===== src/rtl/key_input_conditioner_pkg.sv =====
// Shared constants, types and helpers for the pong key front-end.
// Key index constants name the role of each KEY button; BOOST_W is the
// paddle boost width; boost_state_t encodes the hold-to-accelerate FSM.
package key_input_conditioner_pkg;

  localparam int NUM_KEYS  = 4;
  localparam int KEY_RIGHT = 0;
  localparam int KEY_LEFT  = 1;
  localparam int KEY_START = 3;
  localparam int BOOST_W   = 5;

  typedef enum logic {
    IDLE = 1'b0,
    HOLD = 1'b1
  } boost_state_t;

  // Increment that sticks at max_value instead of wrapping.
  function automatic logic [BOOST_W-1:0] boost_sat_inc(
    input logic [BOOST_W-1:0] value,
    input logic [BOOST_W-1:0] max_value
  );
    logic [BOOST_W-1:0] result;
    if (value >= max_value) begin
      result = max_value;
    end else begin
      result = value + {{(BOOST_W-1){1'b0}}, 1'b1};
    end
    return result;
  endfunction

endpackage


===== src/rtl/key_input_conditioner_if.sv =====
// Game-control bundle between the raw board buttons and the pong update logic.
//   KEY        raw active-low buttons (async to the clock)
//   game_over  level from ball logic, forces start low
//   key_level  debounced key state, 1 = pressed
//   key_press  one-cycle pulse on debounced press
//   start      game running flag
//   tick       one-cycle move strobe
//   move_right / move_left  single-direction paddle move, gated by start
//   boost      paddle step size
// slave: the conditioner; master: whatever drives the buttons and consumes controls.
interface key_input_conditioner_if;
  import key_input_conditioner_pkg::*;

  logic [NUM_KEYS-1:0] KEY;
  logic                game_over;
  logic [NUM_KEYS-1:0] key_level;
  logic [NUM_KEYS-1:0] key_press;
  logic                start;
  logic                tick;
  logic                move_right;
  logic                move_left;
  logic [BOOST_W-1:0]  boost;

  modport slave (
    input  KEY, game_over,
    output key_level, key_press, start, tick, move_right, move_left, boost
  );

  modport master (
    output KEY, game_over,
    input  key_level, key_press, start, tick, move_right, move_left, boost
  );

endinterface


===== src/rtl/key_input_conditioner_debouncer.sv =====
// One-key conditioner: 2-FF synchroniser, stability counter, debounced level
// and press pulse.
//   CLOCK_50   system clock
//   reset      synchronous, active-high
//   key_n      raw button, active-low, asynchronous
//   key_level  debounced state, 1 = pressed
//   key_press  one-cycle pulse in the cycle key_level rises
// The level follows the synchronised sample only after DEB_CYCLES consecutive
// cycles of disagreement; any agreeing cycle throws the progress away.
module key_input_conditioner_debouncer #(
  parameter int DEB_CYCLES = 1_000_000
) (
  input  logic CLOCK_50,
  input  logic reset,
  input  logic key_n,
  output logic key_level,
  output logic key_press
);

  localparam int              CNT_W    = $clog2(DEB_CYCLES + 1);
  localparam logic [CNT_W-1:0] CNT_LAST = CNT_W'(DEB_CYCLES - 1);
  localparam logic [CNT_W-1:0] CNT_ONE  = CNT_W'(1);
  localparam logic [CNT_W-1:0] CNT_ZERO = CNT_W'(0);

  logic             sync1_r;
  logic             sync2_r;
  logic             sample_s;
  logic [CNT_W-1:0] cnt_r;
  logic             level_r;
  logic             press_r;

  // Both stages hold raw polarity so reset (1) reads as released; the
  // inversion to active-high happens on the second stage's output.
  assign sample_s = ~sync2_r;

  // Two-flop synchroniser for the asynchronous button.
  always_ff @(posedge CLOCK_50) begin
    if (reset) begin
      sync1_r <= 1'b1;
      sync2_r <= 1'b1;
    end else begin
      sync1_r <= key_n;
      sync2_r <= sync1_r;
    end
  end

  // Stability counter, accepted level and press pulse.
  always_ff @(posedge CLOCK_50) begin
    if (reset) begin
      cnt_r   <= CNT_ZERO;
      level_r <= 1'b0;
      press_r <= 1'b0;
    end else if (sample_s == level_r) begin
      cnt_r   <= CNT_ZERO;
      press_r <= 1'b0;
    end else if (cnt_r == CNT_LAST) begin
      cnt_r   <= CNT_ZERO;
      level_r <= sample_s;
      press_r <= sample_s;
    end else begin
      cnt_r   <= cnt_r + CNT_ONE;
      press_r <= 1'b0;
    end
  end

  assign key_level = level_r;
  assign key_press = press_r;

endmodule


===== src/rtl/key_input_conditioner.sv =====
// Pong front-end: turns the four raw KEY buttons into game controls.
//   CLOCK_50  system clock
//   reset     synchronous, active-high
//   bus       key_input_conditioner_if.slave (KEY, game_over in; key_level,
//             key_press, start, tick, move_right, move_left, boost out)
// Four debouncers feed a start/pause flag (KEY[3]), a free-running move
// strobe and a hold-to-accelerate boost ramp on the direction keys.
module key_input_conditioner
  import key_input_conditioner_pkg::*;
#(
  parameter int DEB_CYCLES = 1_000_000,
  parameter int TICK_DIV   = 262_144,
  parameter int BOOST_DIV  = 8_388_608,
  parameter int BOOST_MAX  = 31
) (
  input  logic                    CLOCK_50,
  input  logic                    reset,
  key_input_conditioner_if.slave  bus
);

  localparam int                 TICK_W      = $clog2(TICK_DIV);
  localparam int                 BDIV_W      = $clog2(BOOST_DIV);
  localparam logic [TICK_W-1:0]  TICK_LAST   = TICK_W'(TICK_DIV - 1);
  localparam logic [TICK_W-1:0]  TICK_ONE    = TICK_W'(1);
  localparam logic [TICK_W-1:0]  TICK_ZERO   = TICK_W'(0);
  localparam logic [BDIV_W-1:0]  BDIV_LAST   = BDIV_W'(BOOST_DIV - 1);
  localparam logic [BDIV_W-1:0]  BDIV_ONE    = BDIV_W'(1);
  localparam logic [BDIV_W-1:0]  BDIV_ZERO   = BDIV_W'(0);
  localparam logic [BOOST_W-1:0] BOOST_ONE   = BOOST_W'(1);
  localparam logic [BOOST_W-1:0] BOOST_MAX_V = BOOST_W'(BOOST_MAX);

  if ((BOOST_MAX < 1) || (BOOST_MAX > (2 ** BOOST_W) - 1)) begin : g_boost_max_err
    $error("BOOST_MAX must lie in 1..%0d", (2 ** BOOST_W) - 1);
  end

  logic [NUM_KEYS-1:0] key_level_s;
  logic [NUM_KEYS-1:0] key_press_s;
  logic [TICK_W-1:0]   tick_cnt_r;
  logic                tick_r;
  logic                start_r;
  logic [1:0]          dir_now_s;
  logic [1:0]          dir_r;
  logic                held_one_s;
  logic                dir_same_s;
  boost_state_t        state_r;
  boost_state_t        state_nx_s;
  logic [BDIV_W-1:0]   bdiv_r;
  logic [BDIV_W-1:0]   bdiv_nx_s;
  logic [BOOST_W-1:0]  boost_r;
  logic [BOOST_W-1:0]  boost_nx_s;

  for (genvar i = 0; i < NUM_KEYS; i++) begin : g_key
    key_input_conditioner_debouncer #(
      .DEB_CYCLES (DEB_CYCLES)
    ) u_deb (
      .CLOCK_50  (CLOCK_50),
      .reset     (reset),
      .key_n     (bus.KEY[i]),
      .key_level (key_level_s[i]),
      .key_press (key_press_s[i])
    );
  end

  // Free-running move strobe, high for the cycle after the counter's last value.
  always_ff @(posedge CLOCK_50) begin
    if (reset) begin
      tick_cnt_r <= TICK_ZERO;
      tick_r     <= 1'b0;
    end else if (tick_cnt_r == TICK_LAST) begin
      tick_cnt_r <= TICK_ZERO;
      tick_r     <= 1'b1;
    end else begin
      tick_cnt_r <= tick_cnt_r + TICK_ONE;
      tick_r     <= 1'b0;
    end
  end

  // Start/pause flag; game_over takes priority over a simultaneous press.
  always_ff @(posedge CLOCK_50) begin
    if (reset) begin
      start_r <= 1'b0;
    end else if (bus.game_over) begin
      start_r <= 1'b0;
    end else if (key_press_s[KEY_START]) begin
      start_r <= 1'b1;
    end else begin
      start_r <= start_r;
    end
  end

  assign dir_now_s  = {key_level_s[KEY_LEFT], key_level_s[KEY_RIGHT]};
  assign held_one_s = key_level_s[KEY_RIGHT] ^ key_level_s[KEY_LEFT];
  // A jump from one single key to the other counts as a release.
  assign dir_same_s = (dir_now_s == dir_r);

  // Previous direction pair, used to spot a direct left/right swap.
  always_ff @(posedge CLOCK_50) begin
    if (reset) begin
      dir_r <= 2'b00;
    end else begin
      dir_r <= dir_now_s;
    end
  end

  // Boost FSM state, divider and boost value registers.
  always_ff @(posedge CLOCK_50) begin
    if (reset) begin
      state_r <= IDLE;
      bdiv_r  <= BDIV_ZERO;
      boost_r <= BOOST_ONE;
    end else begin
      state_r <= state_nx_s;
      bdiv_r  <= bdiv_nx_s;
      boost_r <= boost_nx_s;
    end
  end

  // Boost FSM next state: ramp while exactly one direction key stays held.
  always_comb begin
    state_nx_s = state_r;
    bdiv_nx_s  = bdiv_r;
    boost_nx_s = boost_r;
    case (state_r)
      IDLE: begin
        bdiv_nx_s  = BDIV_ZERO;
        boost_nx_s = BOOST_ONE;
        if (held_one_s) begin
          state_nx_s = HOLD;
        end else begin
          state_nx_s = IDLE;
        end
      end
      HOLD: begin
        if (!held_one_s || !dir_same_s) begin
          state_nx_s = IDLE;
          bdiv_nx_s  = BDIV_ZERO;
          boost_nx_s = BOOST_ONE;
        end else if (bdiv_r == BDIV_LAST) begin
          bdiv_nx_s  = BDIV_ZERO;
          boost_nx_s = boost_sat_inc(boost_r, BOOST_MAX_V);
        end else begin
          bdiv_nx_s  = bdiv_r + BDIV_ONE;
        end
      end
      default: begin
        state_nx_s = IDLE;
        bdiv_nx_s  = BDIV_ZERO;
        boost_nx_s = BOOST_ONE;
      end
    endcase
  end

  assign bus.key_level  = key_level_s;
  assign bus.key_press  = key_press_s;
  assign bus.start      = start_r;
  assign bus.tick       = tick_r;
  assign bus.move_right = key_level_s[KEY_RIGHT] & ~key_level_s[KEY_LEFT] & start_r;
  assign bus.move_left  = key_level_s[KEY_LEFT] & ~key_level_s[KEY_RIGHT] & start_r;
  assign bus.boost      = boost_r;

endmodule


===== src/flat_wrapper.sv =====
// flat-port wrapper written by rule: the top's interface ports become plain ports
module key_input_conditioner_flat import key_input_conditioner_pkg::*;
#(
  parameter int DEB_CYCLES = 1_000_000,
  parameter int TICK_DIV   = 262_144,
  parameter int BOOST_DIV  = 8_388_608,
  parameter int BOOST_MAX  = 31
)
  (CLOCK_50, reset, bus_KEY, bus_game_over, bus_key_level, bus_key_press, bus_start, bus_tick, bus_move_right, bus_move_left, bus_boost);
  key_input_conditioner_if bus_i ();
  input  logic CLOCK_50;
  input  logic reset;
  input wire logic [$bits(bus_i.KEY)-1:0] bus_KEY;
  input wire logic [$bits(bus_i.game_over)-1:0] bus_game_over;
  output wire logic [$bits(bus_i.key_level)-1:0] bus_key_level;
  output wire logic [$bits(bus_i.key_press)-1:0] bus_key_press;
  output wire logic [$bits(bus_i.start)-1:0] bus_start;
  output wire logic [$bits(bus_i.tick)-1:0] bus_tick;
  output wire logic [$bits(bus_i.move_right)-1:0] bus_move_right;
  output wire logic [$bits(bus_i.move_left)-1:0] bus_move_left;
  output wire logic [$bits(bus_i.boost)-1:0] bus_boost;
  assign bus_i.KEY = bus_KEY;
  assign bus_i.game_over = bus_game_over;
  assign bus_key_level = bus_i.key_level;
  assign bus_key_press = bus_i.key_press;
  assign bus_start = bus_i.start;
  assign bus_tick = bus_i.tick;
  assign bus_move_right = bus_i.move_right;
  assign bus_move_left = bus_i.move_left;
  assign bus_boost = bus_i.boost;
  key_input_conditioner #(.DEB_CYCLES(DEB_CYCLES), .TICK_DIV(TICK_DIV), .BOOST_DIV(BOOST_DIV), .BOOST_MAX(BOOST_MAX)) u_core (.CLOCK_50(CLOCK_50), .reset(reset), .bus(bus_i));
endmodule

===== config.mk =====
export PLATFORM = sky130hd
export DESIGN_NAME = key_input_conditioner_flat
export DESIGN_NICKNAME = d
export VERILOG_FILES = /design/src/rtl/key_input_conditioner_pkg.sv /design/src/rtl/key_input_conditioner_if.sv /design/src/rtl/key_input_conditioner_debouncer.sv /design/src/rtl/key_input_conditioner.sv /design/src/flat_wrapper.sv
export SDC_FILE = /design/constraint.sdc
export NUM_CORES = 1
export LEC_CHECK = 0
export BUFFER_PORTS_ARGS = -buffer_cell sky130_fd_sc_hd__buf_4
export CAP_MARGIN = 0
export CORE_ASPECT_RATIO = 2
export CORE_MARGIN = 1.5
export CORE_UTILIZATION = 50
export CTS_CLUSTER_DIAMETER = 50
export DETAILED_ROUTE_END_ITERATION = 16
export PLACE_DENSITY = 0.67
export SLEW_MARGIN = 30
export SYNTH_ARGS = -nofsm -noshare
export SYNTH_HDL_FRONTEND = slang
export SYNTH_SLANG_ARGS = --single-unit

===== constraint.sdc =====
create_clock -name CLOCK_50 -period 2.4 [get_ports CLOCK_50]
set_clock_uncertainty 0.15 [all_clocks]
set_input_delay 0.36 -clock CLOCK_50 [delete_from_list [all_inputs] [get_ports CLOCK_50]]
set_output_delay 0.36 -clock CLOCK_50 [all_outputs]
set_load 0.02 [all_outputs]

---- Yosys cells after proc, flatten, opt, wreduce, memory -nomap -nowiden ----
Index checks and enable logic that the tools add are counted.
cells by class
  $add $sub $neg .......................... 7
  order comparisons ....................... 1
  equality and inequality tests ........... 12
  muxes and demuxes ....................... 11
  bitwise gates (word level) .............. 20
  reductions and logical operators ........ 17
operator list
  operator                                                         number
  20-bit by 1-bit adder with 20-bit output, second input constant  4
  20-bit == test, second input constant                            4
  23-bit two-way mux                                               2
  23-bit case mux with 2 select lines                              1
  3-bit OR reduction                                               8
  23-bit by 1-bit adder with 23-bit output, second input constant  1
  23-bit == test, second input constant                            1
  18-bit by 1-bit adder with 18-bit output, second input constant  1
  18-bit == test, second input constant                            1
  5-bit two-way mux                                                3
  1-bit NOT                                                        15
  5-bit case mux with 2 select lines                               1
  2-bit AND reduction                                              4
  5-bit by 1-bit adder with 5-bit output, second input constant    1
  5-bit >= comparator, second input constant                       1
  1-bit AND                                                        4
  1-bit == test                                                    4
  2-bit OR reduction                                               2
  1-bit two-way mux                                                3
  3-bit inequality test, second input constant                     1
  2-bit == test                                                    1
  1-bit zero test                                                  2
  1-bit case mux with 2 select lines                               1
  1-bit logical OR                                                 1
  1-bit XOR                                                        1
storage, ports and cells
  bits in registers ....................... 147
  output and inout bits ................... 17
  logic and storage cells ................. 95

---- Logic depth before layout (Yosys ltp) ----
Gate-level depths: netlist of run 1.
  depth in word-level cells ............... 5
  mapped depth ............................ 8
  mapped depth without buffers ............ 7

---- Hierarchy ----
A second synthesis of run 1 with hierarchy kept.
unflattened totals
  cells, all modules ...................... 713
  area, all modules ....................... 6641.4 um^2
modules (own cells, without submodules)
  module                           instances  cells an instance  area each (um^2)  seq. area each (um^2)
  key_input_conditioner_debouncer  4          113                1079.8            480.5
  key_input_conditioner            1          261                2322.2            1021.0

---- Least setup slack after synthesis of run 1 ----
Ideal clock, no wire load.
  path kind ............................... reg-to-reg
  start ................................... register u_core.tick_cnt_r[0]
  end ..................................... register u_core.tick_cnt_r[10]
  library setup time ...................... 0.117 ns
  arrival ................................. 1.738 ns
  data required time ...................... 2.133 ns
  setup slack ............................. 0.395 ns
  stages on the path, launching flop included .. 8
  cells stage by stage .................... dfxtp_1 > ha_1 > nand3_1 > or4_4 > buf_6 > o21bai_4 > buf_2 > nor2_1
on the way
  longest elaborated chain between the ends .. 2
RTL lines
  what                                                                                              RTL line                     RTL
  from (decl)                                                                                       key_input_conditioner.sv:38  logic [TICK_W-1:0] tick_cnt_r;
  from (signal assigned)                                                                            key_input_conditioner.sv:73  tick_cnt_r <= tick_cnt_r + TICK_ONE;
  parallel branches: the longest is 2 deep, another holds 18-bit by 1-bit adder with 18-bit output  n/a
Several ways; the timed one is not identified.
A chain may end at the register's enable or synchronous reset.

---- Worst setup path in the final report of run 1 ----
  start ................................... register u_core.tick_cnt_r[0]
  end ..................................... register u_core.tick_cnt_r[9]
Same word-level chain as after synthesis.

==> results of run 1 <==
[area by class of cell]
class,instances,area [um^2]
Sequential cell,147,2943
Inverter,27,101.3
Clock buffer,19,442.9
Clock inverter,10,160.2
Timing Repair Buffer,39,305.3
Fill cell,1129,5424
Multi-Input combinational cell,540,3352
Tap cell,152,190.2
[registers in the layout, indices dropped and copies added (netlist names)]
register                      cells
u_core.g_key.u_deb.cnt_r         80
u_core.bdiv_r                    23
u_core.tick_cnt_r                18
u_core.bus.boost                  5
u_core.g_key.u_deb.key_level      4
u_core.g_key.u_deb.key_press      4
u_core.g_key.u_deb.sync1_r        4
u_core.g_key.u_deb.sync2_r        4
u_core.dir_r                      2
u_core.bus.start                  1
u_core.bus.tick                   1
u_core.state_r                    1
[worst max-delay path by stage]
stage | depth (start not counted) | to | slack [ns] | start
2_1_floorplan | 7 | u_core.tick_cnt_r[10] | 0.39 | u_core.tick_cnt_r[0]
3_3_place_gp | 5 | u_core.tick_cnt_r[10] | 0.39 | u_core.tick_cnt_r[0]
3_5_place_dp | 5 | u_core.tick_cnt_r[3] | 0.30 | u_core.tick_cnt_r[0]
4_1_cts | 5 | u_core.tick_cnt_r[9] | 0.29 | u_core.tick_cnt_r[0]
5_1_grt | 5 | u_core.tick_cnt_r[6] | 0.13 | u_core.tick_cnt_r[0]
6_report | 5 | u_core.tick_cnt_r[9] | 0.31 | u_core.tick_cnt_r[0]
[power by group through the flow]
| stage | Sequential [mW] | Combinational (mW) | Clock, mW |
|---|---|---|---|
| 2_1_floorplan | 2.52 | 0.0387 | 0 |
| 3_3_place_gp | 2.52 | 0.0534 | 0 |
| 3_5_place_dp | 2.52 | 0.0556 | 0 |
| 4_1_cts | 2.47 | 0.0619 | 2.76 |
| 5_1_grt | 2.47 | 0.0702 | 2.85 |
| 6_report | 2.47 | 0.0614 | 2.70 |
[through the flow]
step,util,power [mW],instances,worst slack [ns]
after floorplan,-,2.556,744,0.3949
after global placement,0.5296,2.572,900,0.3918
after detailed placement,0.5296,2.575,900,0.2961
after CTS,0.5801,5.289,934,0.2896
after global routing,0.5801,5.392,934,0.1295
final,0.5801,5.224,934,0.3063
[layout by cell type (no fill, tap or decap), types with 17 or more instances in the layout]
cell type and count:
sky130_fd_sc_hd__inv_1 27, sky130_fd_sc_hd__or3_1 24, sky130_fd_sc_hd__buf_4 34, sky130_fd_sc_hd__nor3_1 20
sky130_fd_sc_hd__a21oi_1 38, sky130_fd_sc_hd__nand3_1 41, sky130_fd_sc_hd__dfxtp_1 147, sky130_fd_sc_hd__clkbuf_16 17
sky130_fd_sc_hd__and4_1 17, sky130_fd_sc_hd__nand4_1 32, sky130_fd_sc_hd__xnor2_1 43, sky130_fd_sc_hd__o21ai_0 21
sky130_fd_sc_hd__nor4_1 21, sky130_fd_sc_hd__nand2_1 42, sky130_fd_sc_hd__xor2_1 38, sky130_fd_sc_hd__nor2_1 105
[layer usage]
metal	vias to the layer above	share of wire	track usage
li1	2678	-	-
met1	2526	0.41	0.1871
met2	79	0.56	0.3717
met3	12	0.023	0.04248
met4	0	0.011	0.07228
met5	-	0	0
[critical path, delay by kind of cell, from the launching register on]
| kind | cells | cell delay, ns |
|---|---|---|
| and+or+nand+nor | 3 | 0.84 |
| DFF | 1 | 0.36 |
| adders and majority gates | 1 | 0.24 |
| AOI/OAI and AO/OA | 1 | 0.37 |
[cells by family (layout without fill, tap and decap cells)]
family / count (synthesis) / after routing / synth area share
flops: 147 / 147 / 0.4488
fa+ha+maj: 10 / 10 / 0.01908
buf+inv: 57 / 95 / 0.04007
compound gates: 86 / 86 / 0.07976
xor+xnor: 81 / 81 / 0.1082
simple gates: 361 / 361 / 0.3007
mux: 2 / 2 / 0.003434
==> summary.md, run 1 <==
The number of antenna violations at the first check in global routing is 0, and the mean area per synthesized cell is 8.814 um^2. Power spread over the standard cell area amounts to 697.1 nW/um^2. Once detailed placement completed, the half-perimeter wirelength came to 9044 um. The share of the cycle needed by the critical path after routing was 0.8724. From synthesis to final layout, the design area changed by 14.29%. The endpoint type of the worst setup path was a flip-flop. During synthesis, Yosys emitted a total of 0 warnings. Critical register-to-register path endpoint: u_core.tick_cnt_r[9]. Once the clock tree was built, the setup fixing pass inserted 0 buffers.

The logs give 21,570 um for the first-pass GRT wire length and 5,181 for the number of global-route vias before repair. In the final timing run, aggregate negative setup slack is 0 ns. The routed layout has 5,295 vias. IR analysis of the VDD net gives a maximum drop of 0.0005216 V.

Most common cell in the netlist: sky130_fd_sc_hd__dfxtp_1. Post-synthesis async set-or-reset flop share: 0. After synthesis, the cell types taking the most area are sky130_fd_sc_hd__dfxtp_1 45%, sky130_fd_sc_hd__nor2_1 6.0%, sky130_fd_sc_hd__xnor2_1 5.7%, sky130_fd_sc_hd__xor2_1 5.1%, sky130_fd_sc_hd__nand3_1 3.1%.

The smallest clock period supported by the final layout is computed as 2.094 ns. The count of instances resized after the clock tree is built is 0, and the length in cells of the worst reg-to-reg path is 5. The worst hold path stage count came out at 2. The tools report the netlist area before placement as 6558 um^2. The largest stage delay on the critical path is 0.57 ns, and the routed wirelength normalized by instance count is 13.56 um.

Among all flip-flop cells after synthesis, the most frequent one is sky130_fd_sc_hd__dfxtp_1. In the routed layout, each cell is associated on average with a via count of 5.669. The startpoint-to-endpoint class of the critical path is flip-flop to flip-flop.

The longest clock path from root to sink contains 2 buffers. TritonCTS built the clock tree. The worst min-delay path startpoint is reset.

Number of buffer cells added on primary ports: 23. The signal on the critical path passes through ha_1, nand3_1, or4_4, o21bai_4, nor2_1. The register-to-register setup slack is 0.31 ns. The H-tree was split into 4 levels. The repair_antennas step left the layout with diodes totalling 0. For the leftover overflow at the end of global routing, the log shows 0.

For the total iterations of the first detailed-routing run, the log shows 5. Setup repair after global routing left no endpoint under its margin. The worst slew slack as a fraction of its limit was 0.6343; the post-cts hold buffer count was 5.

The initial DRC count was 261. Switching power of the nets: 0.9943 mW. Measured along the x axis, the die boundary spans 83.98 um. The clock input transition at the sequential cells of the worst setup and hold paths works out to 0.05 ns.

In this run the clock root is driven by a sky130_fd_sc_hd__clkbuf_16. On the critical path, the stage with the largest delay is an instance of sky130_fd_sc_hd__or4_4. The setup violation total in the final timing report is 0. The internal power of the cells totals 4.230 mW.

Cell area after placement: 6842 um^2. The data arrival time of the critical path was 2.22 ns; the CTS buffer count was 17. The number of maximum-capacitance violations is 0, and the number of flops mapped to enable cells by yosys is 0. For this design, the sink count on the clock tree is 147.

The share of power burned in the clock network was 0.516. The tools report the maximum clock rate as 0.4776 GHz. The die is 165.0 um tall. The logs give 24 for the total I/O pin count and 48 for the number of library cell types mapped by synthesis. Counting flops and latches in the post-synthesis netlist gives 147.

The analysis attributes to cell leakage a power of 2.421 nW. For the pin with the worst max-slew slack, the measured transition is 0.5485 ns. The biggest area contributor in the post-synthesis netlist is sky130_fd_sc_hd__dfxtp_1. The clock reaches the later pin of the worst-skew pair after 0.40 ns. The run finished with clean final reports. The fraction of power consumed by sequential logic is 0.472, and the final hold slack is 0.1837 ns. The final hold violation count was 0; the worst path required time was 2.53 ns. STA classifies the critical path startpoint as a flip-flop. The share of final-layout standard cells stronger than drive strength 1 is 0.1151, and the final routed DRC violation total is 0. In this run the worst hold path is classified as primary input to flip-flop.

The final design area excluding fillers was 7495 um^2; the total number of placement rows was 59. The tools report the overall routing resource usage as 0.1882. The post-synthesis cell count is 744, and the number of max-slew violations in the final report is 0. The routed design has 12,660 um of wire. The beginning of the worst register-to-register path was u_core.tick_cnt_r[0]. The tools report the sequential-to-total area share from yosys stat as 0.4488. The switching part of the total power is 0.1903, and the largest driver fanout on the critical path is 15. Hold path endpoint: u_core.tick_cnt_r[12].

The die covers 13,850 um^2. The final layout contains 789 nets. The fraction of power consumed by combinational cells was 0.012. The number of routed nets with antenna violations is 0, and the share of the synthesized area in the top cell type is 0.4488.

Entering global routing, the biggest net connects 30 pins. When the netlist entered floorplanning its net count stood at 761. The total area inside the core boundary comes to 12,920 um^2. By count the netlist is led by 147 x sky130_fd_sc_hd__dfxtp_1, 105 x sky130_fd_sc_hd__nor2_1, 43 x sky130_fd_sc_hd__xnor2_1, 42 x sky130_fd_sc_hd__nand2_1, 41 x sky130_fd_sc_hd__nand3_1. For the starting density of the core, the log shows 0.5076. The final weighted congestion of routability-driven global placement is 0.8266.
Note: power is estimated with default switching activity, not from simulation.
==> run 2, diff against run 1 <==
BUFFER_PORTS_ARGS = not set   (was -buffer_cell sky130_fd_sc_hd__buf_4)
CORE_UTILIZATION = 30   (was 50)
DONT_BUFFER_PORTS = 1   (was not set)
PLACE_DENSITY = not set   (was 0.67)
==> summary.md, run 2 (synthesis results as in run 1) <==
TritonCTS built the clock tree. The tools report the total iterations of the first detailed-routing run as 4. In the routed design, unresolved DRC markers number 0.

Number of nets in the layout: 774. In this run the tool buffered the top-level ports with 0 buffer cells. Across all hold checks on the routed design, the worst slack comes to 0.01855 ns.

Routability-driven placement finished with a final weighted congestion of 0.7834. Setup repair after global routing left no endpoint under its margin. The library cell used most frequently in the layout, excluding fill and tap cells, is sky130_fd_sc_hd__dfxtp_1.

Total power for the finished layout comes to 5.082 mW. In the final routed layout, each cell accounts on average for 12.98 um. The run gives 2 as the number of buffers between clock root and the deepest sink. The detailed router finished its first iteration with 261 violations. Across the VDD grid, the largest voltage drop is 0.0003995 V. 0 antenna diodes ended up in the layout. For the final routed database, the setup TNS stands at 0 ns.

The clock input transition at the sequential cells of the worst setup and hold paths was 0.06 ns. For this block, the via count after detailed routing is 5,202. The run gives 2,250 as the fill cell total of the finished layout. Global routing finished with a remaining overflow of 0. The tool flagged a number of max-cap violations equal to 0. In this run the number of H-tree levels came out at 4. In this run the standard cell core region covers 21,490 um^2.

STA classifies the critical path endpoint as a flip-flop. The final critical path time including I/O delays and setup was 2.163 ns. At the pin with the least slew margin, the transition time is 0.8931 ns. The library cells used most frequently in the layout, excluding fill and tap cells, are 147 x sky130_fd_sc_hd__dfxtp_1, 105 x sky130_fd_sc_hd__nor2_1, 43 x sky130_fd_sc_hd__xnor2_1. The signal on the critical path passes through ha_1, nand3_1, or4_1, or3_1, a21oi_1. Ranked by flip-flop count, first place goes to u_core.g_key.u_deb.cnt_r. Buffers inserted during clock tree synthesis total 17. Dividing the detail-routed via count by the number of cells gives 4.997.

The clock sink total was 147; the source-to-sink clock delay at the later pin of the worst-skew pair was 0.42 ns. For this design the ratio of total power to cell area is 677.4 nW/um^2. The total I/O pin count is 24. The share of final-layout standard cells stronger than drive strength 1 was 0.09635.

Slowest cell on the critical path: sky130_fd_sc_hd__or4_1. In this run the worst hold path is classified as primary input to flip-flop. The largest driver fanout on the critical path was 11. The die height is 212.1 um, and the floorplan die width is 107.5 um. For the number of max-slew violations in the final report, the log shows 0. The final hold violation count is 0. In this run the remaining antenna-violating nets after routing total 0.

The share of the cycle needed by the critical path after routing is 0.9011. The run gives 2.60 ns as the worst path required time. The run gives 2.37 ns as the data arrival time of the critical path.

The largest registers in the layout are u_core.g_key.u_deb.cnt_r (80), u_core.bdiv_r (23), u_core.tick_cnt_r (18). The static leakage power was 2.316 nW; the HPWL after detailed placement was 9568 um. In this run the core area contains 76 standard-cell rows. Based on the critical path, the design can be clocked at up to 0.4624 GHz. The worst slew slack as a fraction of its limit was 0.4026. The die covers 22,810 um^2.

The library cell used as clock root buffer was sky130_fd_sc_hd__clkbuf_16. The run gives 23,220 um as the first-pass GRT wire length. For the overall routing resource usage, the log shows 0.1283. The number of flip-flops under the largest register name is 80. The tools report the starting density of the core as 0.3051. The startpoint-to-endpoint class of the critical path was flip-flop to flip-flop. For the total wire length, the log shows 13,510 um. The worst setup path is launched from a flip-flop. Compared with the post-synthesis result, the final layout area differs by 14.41%. Entering global routing, the biggest net connects 22 pins. The run finished with clean final reports.

The run gives 5,178 as the number of global-route vias before repair. The run gives 0 as the number of antenna violations at the first check in global routing. The largest stage delay on the critical path is 0.59 ns. Setup violations remaining at the end of the flow were counted as 0.
[run 2: cell types whose count changed in the layout (fill, tap and decap cells not counted), sizes merged]
cell         change
buf             -17
clkinvlp         +3
bufinv           -2
dlygate4sd3      +2
clkbuf           +1
clkinv           -1
[run 2: worst paths after layout]
kind	cells after the start	startpoint	endpoint	slack [ns]
worst max-delay path	5	u_core.bdiv_r[0]	u_core.bdiv_r[20]	0.24
worst min-delay path	2	reset	u_core.g_key[1].u_deb.key_level	0.02
worst max register to register	5	u_core.bdiv_r[0]	u_core.bdiv_r[20]	0.24
worst min register to register	1	u_core.g_key[1].u_deb.sync1_r	u_core.g_key[1].u_deb.sync2_r	0.26
[run 2: area by class of cell]
cell class,instances,area [um^2],area share
multi-input combinational,540,3352,0.4468
sequential,147,2943,0.3923
clock buffer,20,456.7,0.06087
tap,273,341.6,0.04553
timing repair buffer,24,197.7,0.02635
clock inverter,10,110.1,0.01468
inverter,27,101.3,0.01351
[run 2: per-layer routing]
layer	vias to the layer above	global-route usage	wire length [um]
li1	2661	-	-
met1	2437	0.1258	5328
met2	77	0.2429	7414
met3	27	0.03066	389
met4	0	0.06715	376
met5	-	0	0
[run 2: per-stage QoR]
step                      instances  setup WS [ns]    util  instance area [um^2]
after global placement         1004         0.3207  0.3195                  6865
after detailed placement       1004         0.2849  0.3195                  6865
after CTS                      1041         0.2397  0.3491                  7502
final                          1041         0.2374  0.3491                  7502
after floorplan                 744         0.3949       -                  6558
after global routing           1041        0.04709  0.3491                  7502
[run 2: timing repair]
action                                 in CTS  in global routing
hold buffers                                7                  0
resized for setup                           0                  0
setup buffers                               0                  0
endpoints found under the hold margin      22                  0
[run 2: critical path: cells and delay by family (launching register included)]
family / cells / cell delay (ns)
fa+ha+maj: 1 / 0.32
flops: 1 / 0.38
simple gates: 3 / 1.10
compound gates: 1 / 0.14
[run 2: where the power goes]
group	internal [mW]	total (mW)	switching (mW)	leakage [nW]
combinational	0.0240	0.0557	0.0317	0.860
clock	1.56	2.56	0.997	0.270
sequential	2.45	2.47	0.0114	1.19
==> run 3, diff against run 2 <==
CAP_MARGIN = not set   (was 0)
CTS_BUF_LIST = sky130_fd_sc_hd__clkbuf_16   (was not set)
==> summary.md, run 3 (synthesis results as in run 1) <==
The share of power burned in the clock network is 0.496, and the detailed-route vias per instance is 5.001. The logs give 147 for the clock sink total and 276 for the initial DRC count. The number of antenna violations at the first check in global routing was 0; the share of the cycle needed by the critical path after routing was 0.9028. For the fraction of power consumed by combinational cells, the log shows 0.011. The total number of H-tree levels came out at 4.

The tools report the buffers inserted during post-CTS setup optimization as 0. Traced cell by cell, the critical path runs through ha_1, nand3_1, or4_1, or3_1, a21oi_1. The tools report the switching power of the nets as 1.035 mW. The starting density of the core came out at 0.3051. The total I/O pin count was 24. The startpoint-to-endpoint class of the critical path is flip-flop to flip-flop. Setup repair after global routing left no endpoint under its margin. The tools report the worst setup path endpoint as u_core.bdiv_r[20].

The die covers 22,810 um^2. The kind of start point of the critical path was a flip-flop. The number of max-slew violations in the final report is 0.

The worst-case vdd ir drop is 0.0003983 V, and the maximum clock rate is 0.4615 GHz. The largest driver fanout on the critical path is 11, and the maximum number of pins on one net before global-route repair is 22. The number of buffer cells added on primary ports is 0. Fraction of power consumed by sequential logic: 0.492.

The final weighted congestion of routability-driven global placement is 0.7834. The first global-routing pass estimated 23,220 um of wire. The path class of the tightest hold or removal check is primary input to flip-flop. The tools report the register-to-register setup slack as 0.23 ns. The critical path starts at u_core.bdiv_r[0].

Across the run, the number of max-cap violations was 0. The tools report the area of the placeable core as 21,490 um^2. Beginning of the worst register-to-register path: u_core.bdiv_r[0]. Slowest cell on the critical path: sky130_fd_sc_hd__or4_1. In the layout the commonest cells are 147 x sky130_fd_sc_hd__dfxtp_1, 105 x sky130_fd_sc_hd__nor2_1, 43 x sky130_fd_sc_hd__xnor2_1. The fill cell total of the finished layout is 2,252, and the total number of placement rows is 76. The clock input transition at the sequential cells of the worst setup and hold paths came out at 0.06 ns. The worst setup path is captured at a flip-flop. Share of final-layout standard cells stronger than drive strength 1: 0.09375. In the final layout, the registers with the most flip-flops are u_core.g_key.u_deb.cnt_r (80), u_core.bdiv_r (23), u_core.tick_cnt_r (18).

TritonCTS built the clock tree. After detailed routing, the total wire length is 13,500 um. Setup total negative slack on the finished layout was measured at 0 ns.

Data on the critical path arrives at its endpoint at 2.37 ns. 0 antenna diodes ended up in the layout. Setup violations remaining at the end of the flow were counted as 0. The largest single stage delay on the critical path is 0.59 ns. The endpoint identified for the worst register-to-register timing path is u_core.bdiv_r[20].

The internal power contribution was 3.973 mW. The flow ran to the end, and the final reports show no timing, DRC or antenna violations. No sink is reached through more buffers than the 2 on the longest clock path.

At the end of the flow, the number of nets in the layout was 774. The count of instances resized after the clock tree is built was 0; the worst hold path stage count was 2. The overall routing resource usage is 0.1283. The worst slew slack as a fraction of its limit is 0.4052. The post-cts hold buffer count was 7.

The final critical path time including I/O delays and setup came out at 2.167 ns. The die height was 212.1 um. The total power divided by cell area came out at 669.3 nW/um^2. The HPWL after detailed placement was 9568 um. Counting cells, the worst reg-to-reg path comes to 5.

The number of global-route vias before repair is 5,176, and the number of routed nets with antenna violations is 0. The switching part of the total power works out to 0.2066. At the pin with the least slew margin, the transition time is 0.8893 ns.

In this run the static leakage power is 2.309 nW. The register with the most flip-flops in the layout has 80 of them. The commonest non-fill, non-tap cell in the layout was sky130_fd_sc_hd__dfxtp_1. The vias after detailed routing was 5,206.

The run gives 4 as the total iterations of the first detailed-routing run. The tree is rooted in a sky130_fd_sc_hd__clkbuf_16. After detailed routing, the average wire length per cell comes to 12.97 um. The total overflow left after global routing is 0. The source-to-sink clock delay at the later pin of the worst-skew pair came out at 0.42 ns. CTS buffer count: 17. The final routed DRC violation total was 0. Ranked by flip-flop count, first place goes to u_core.g_key.u_deb.cnt_r. The tightest hold path in the finished design has a slack of 0.02308 ns. The final hold violation count was 0. In this run the horizontal extent of the chip is 107.5 um.

For the worst setup path, the data required time is 2.60 ns. The area growth from synthesis to layout came out at 14.10%.
-- run 3: changes by cell type in the layout (fill, tap and decap cells not counted) --
cell	delta
sky130_fd_sc_hd__clkbuf_1	-1
sky130_fd_sc_hd__clkinv_1	+2
sky130_fd_sc_hd__clkbuf_8	-2
sky130_fd_sc_hd__inv_1	+1
-- run 3: critical path: cells and delay by family (launching register included) --
family                   cells  cell delay, ns
AND/OR/NAND/NOR              3            1.10
adder cells (fa/ha/maj)      1            0.32
AO/OA/AOI/OAI                1            0.14
flip-flops                   1            0.38
-- run 3: how the worst min path moves through the flow --
stage | startpoint | endpoint | slack [ns]
3_3_place_gp | u_core.g_key[1].u_deb.sync1_r | u_core.g_key[1].u_deb.sync2_r | 0.25
2_1_floorplan | u_core.g_key[0].u_deb.sync1_r | u_core.g_key[0].u_deb.sync2_r | 0.24
3_5_place_dp | u_core.g_key[1].u_deb.sync1_r | u_core.g_key[1].u_deb.sync2_r | 0.25
6_report | reset | u_core.g_key[1].u_deb.key_level | 0.02
4_1_cts | reset | u_core.g_key[1].u_deb.key_level | 0.0004
5_1_grt | reset | u_core.g_key[0].u_deb.key_press | 0.01
-- run 3: area by class of cell --
type                    count  area, um^2  share of cell area
well taps                 273       341.6             0.04565
multi-input cells         540        3352              0.4480
clock buffers              17       425.4             0.05686
repair buffers             24       197.7             0.02642
clock inverters            13       121.4             0.01622
inverters                  27       101.3             0.01355
flip-flops and latches    147        2943              0.3933
-- run 3: power groups by stage --
| stage | sequential [mW] | clock [mW] | combinational [mW] |
|---|---|---|---|
| 3_3_place_gp | 2.52 | 0 | 0.0432 |
| 2_1_floorplan | 2.52 | 0 | 0.0387 |
| 3_5_place_dp | 2.52 | 0 | 0.0432 |
| 6_report | 2.47 | 2.49 | 0.0557 |
| 5_1_grt | 2.47 | 2.66 | 0.0641 |
| 4_1_cts | 2.47 | 2.57 | 0.0567 |
-- run 3: per-stage QoR --
step / utilization / area, um^2 / total power, mW / std cells / worst slack (ns)
floorplan: - / 6558 / 2.556 / 744 / 0.3949
global placement: 0.3195 / 6865 / 2.562 / 1004 / 0.3207
detailed placement: 0.3195 / 6865 / 2.563 / 1004 / 0.2849
CTS: 0.3482 / 7482 / 5.092 / 1041 / 0.2397
global route: 0.3482 / 7482 / 5.196 / 1041 / 0.04709
finish: 0.3482 / 7482 / 5.008 / 1041 / 0.2333
-- run 3: per-layer routing --
metal | share of wire | up-vias | GRT usage
li1 | - | 2659 | -
met1 | 0.40 | 2445 | 0.1258
met2 | 0.55 | 74 | 0.2429
met3 | 0.024 | 28 | 0.03066
met4 | 0.028 | 0 | 0.06715
met5 | 0 | - | 0
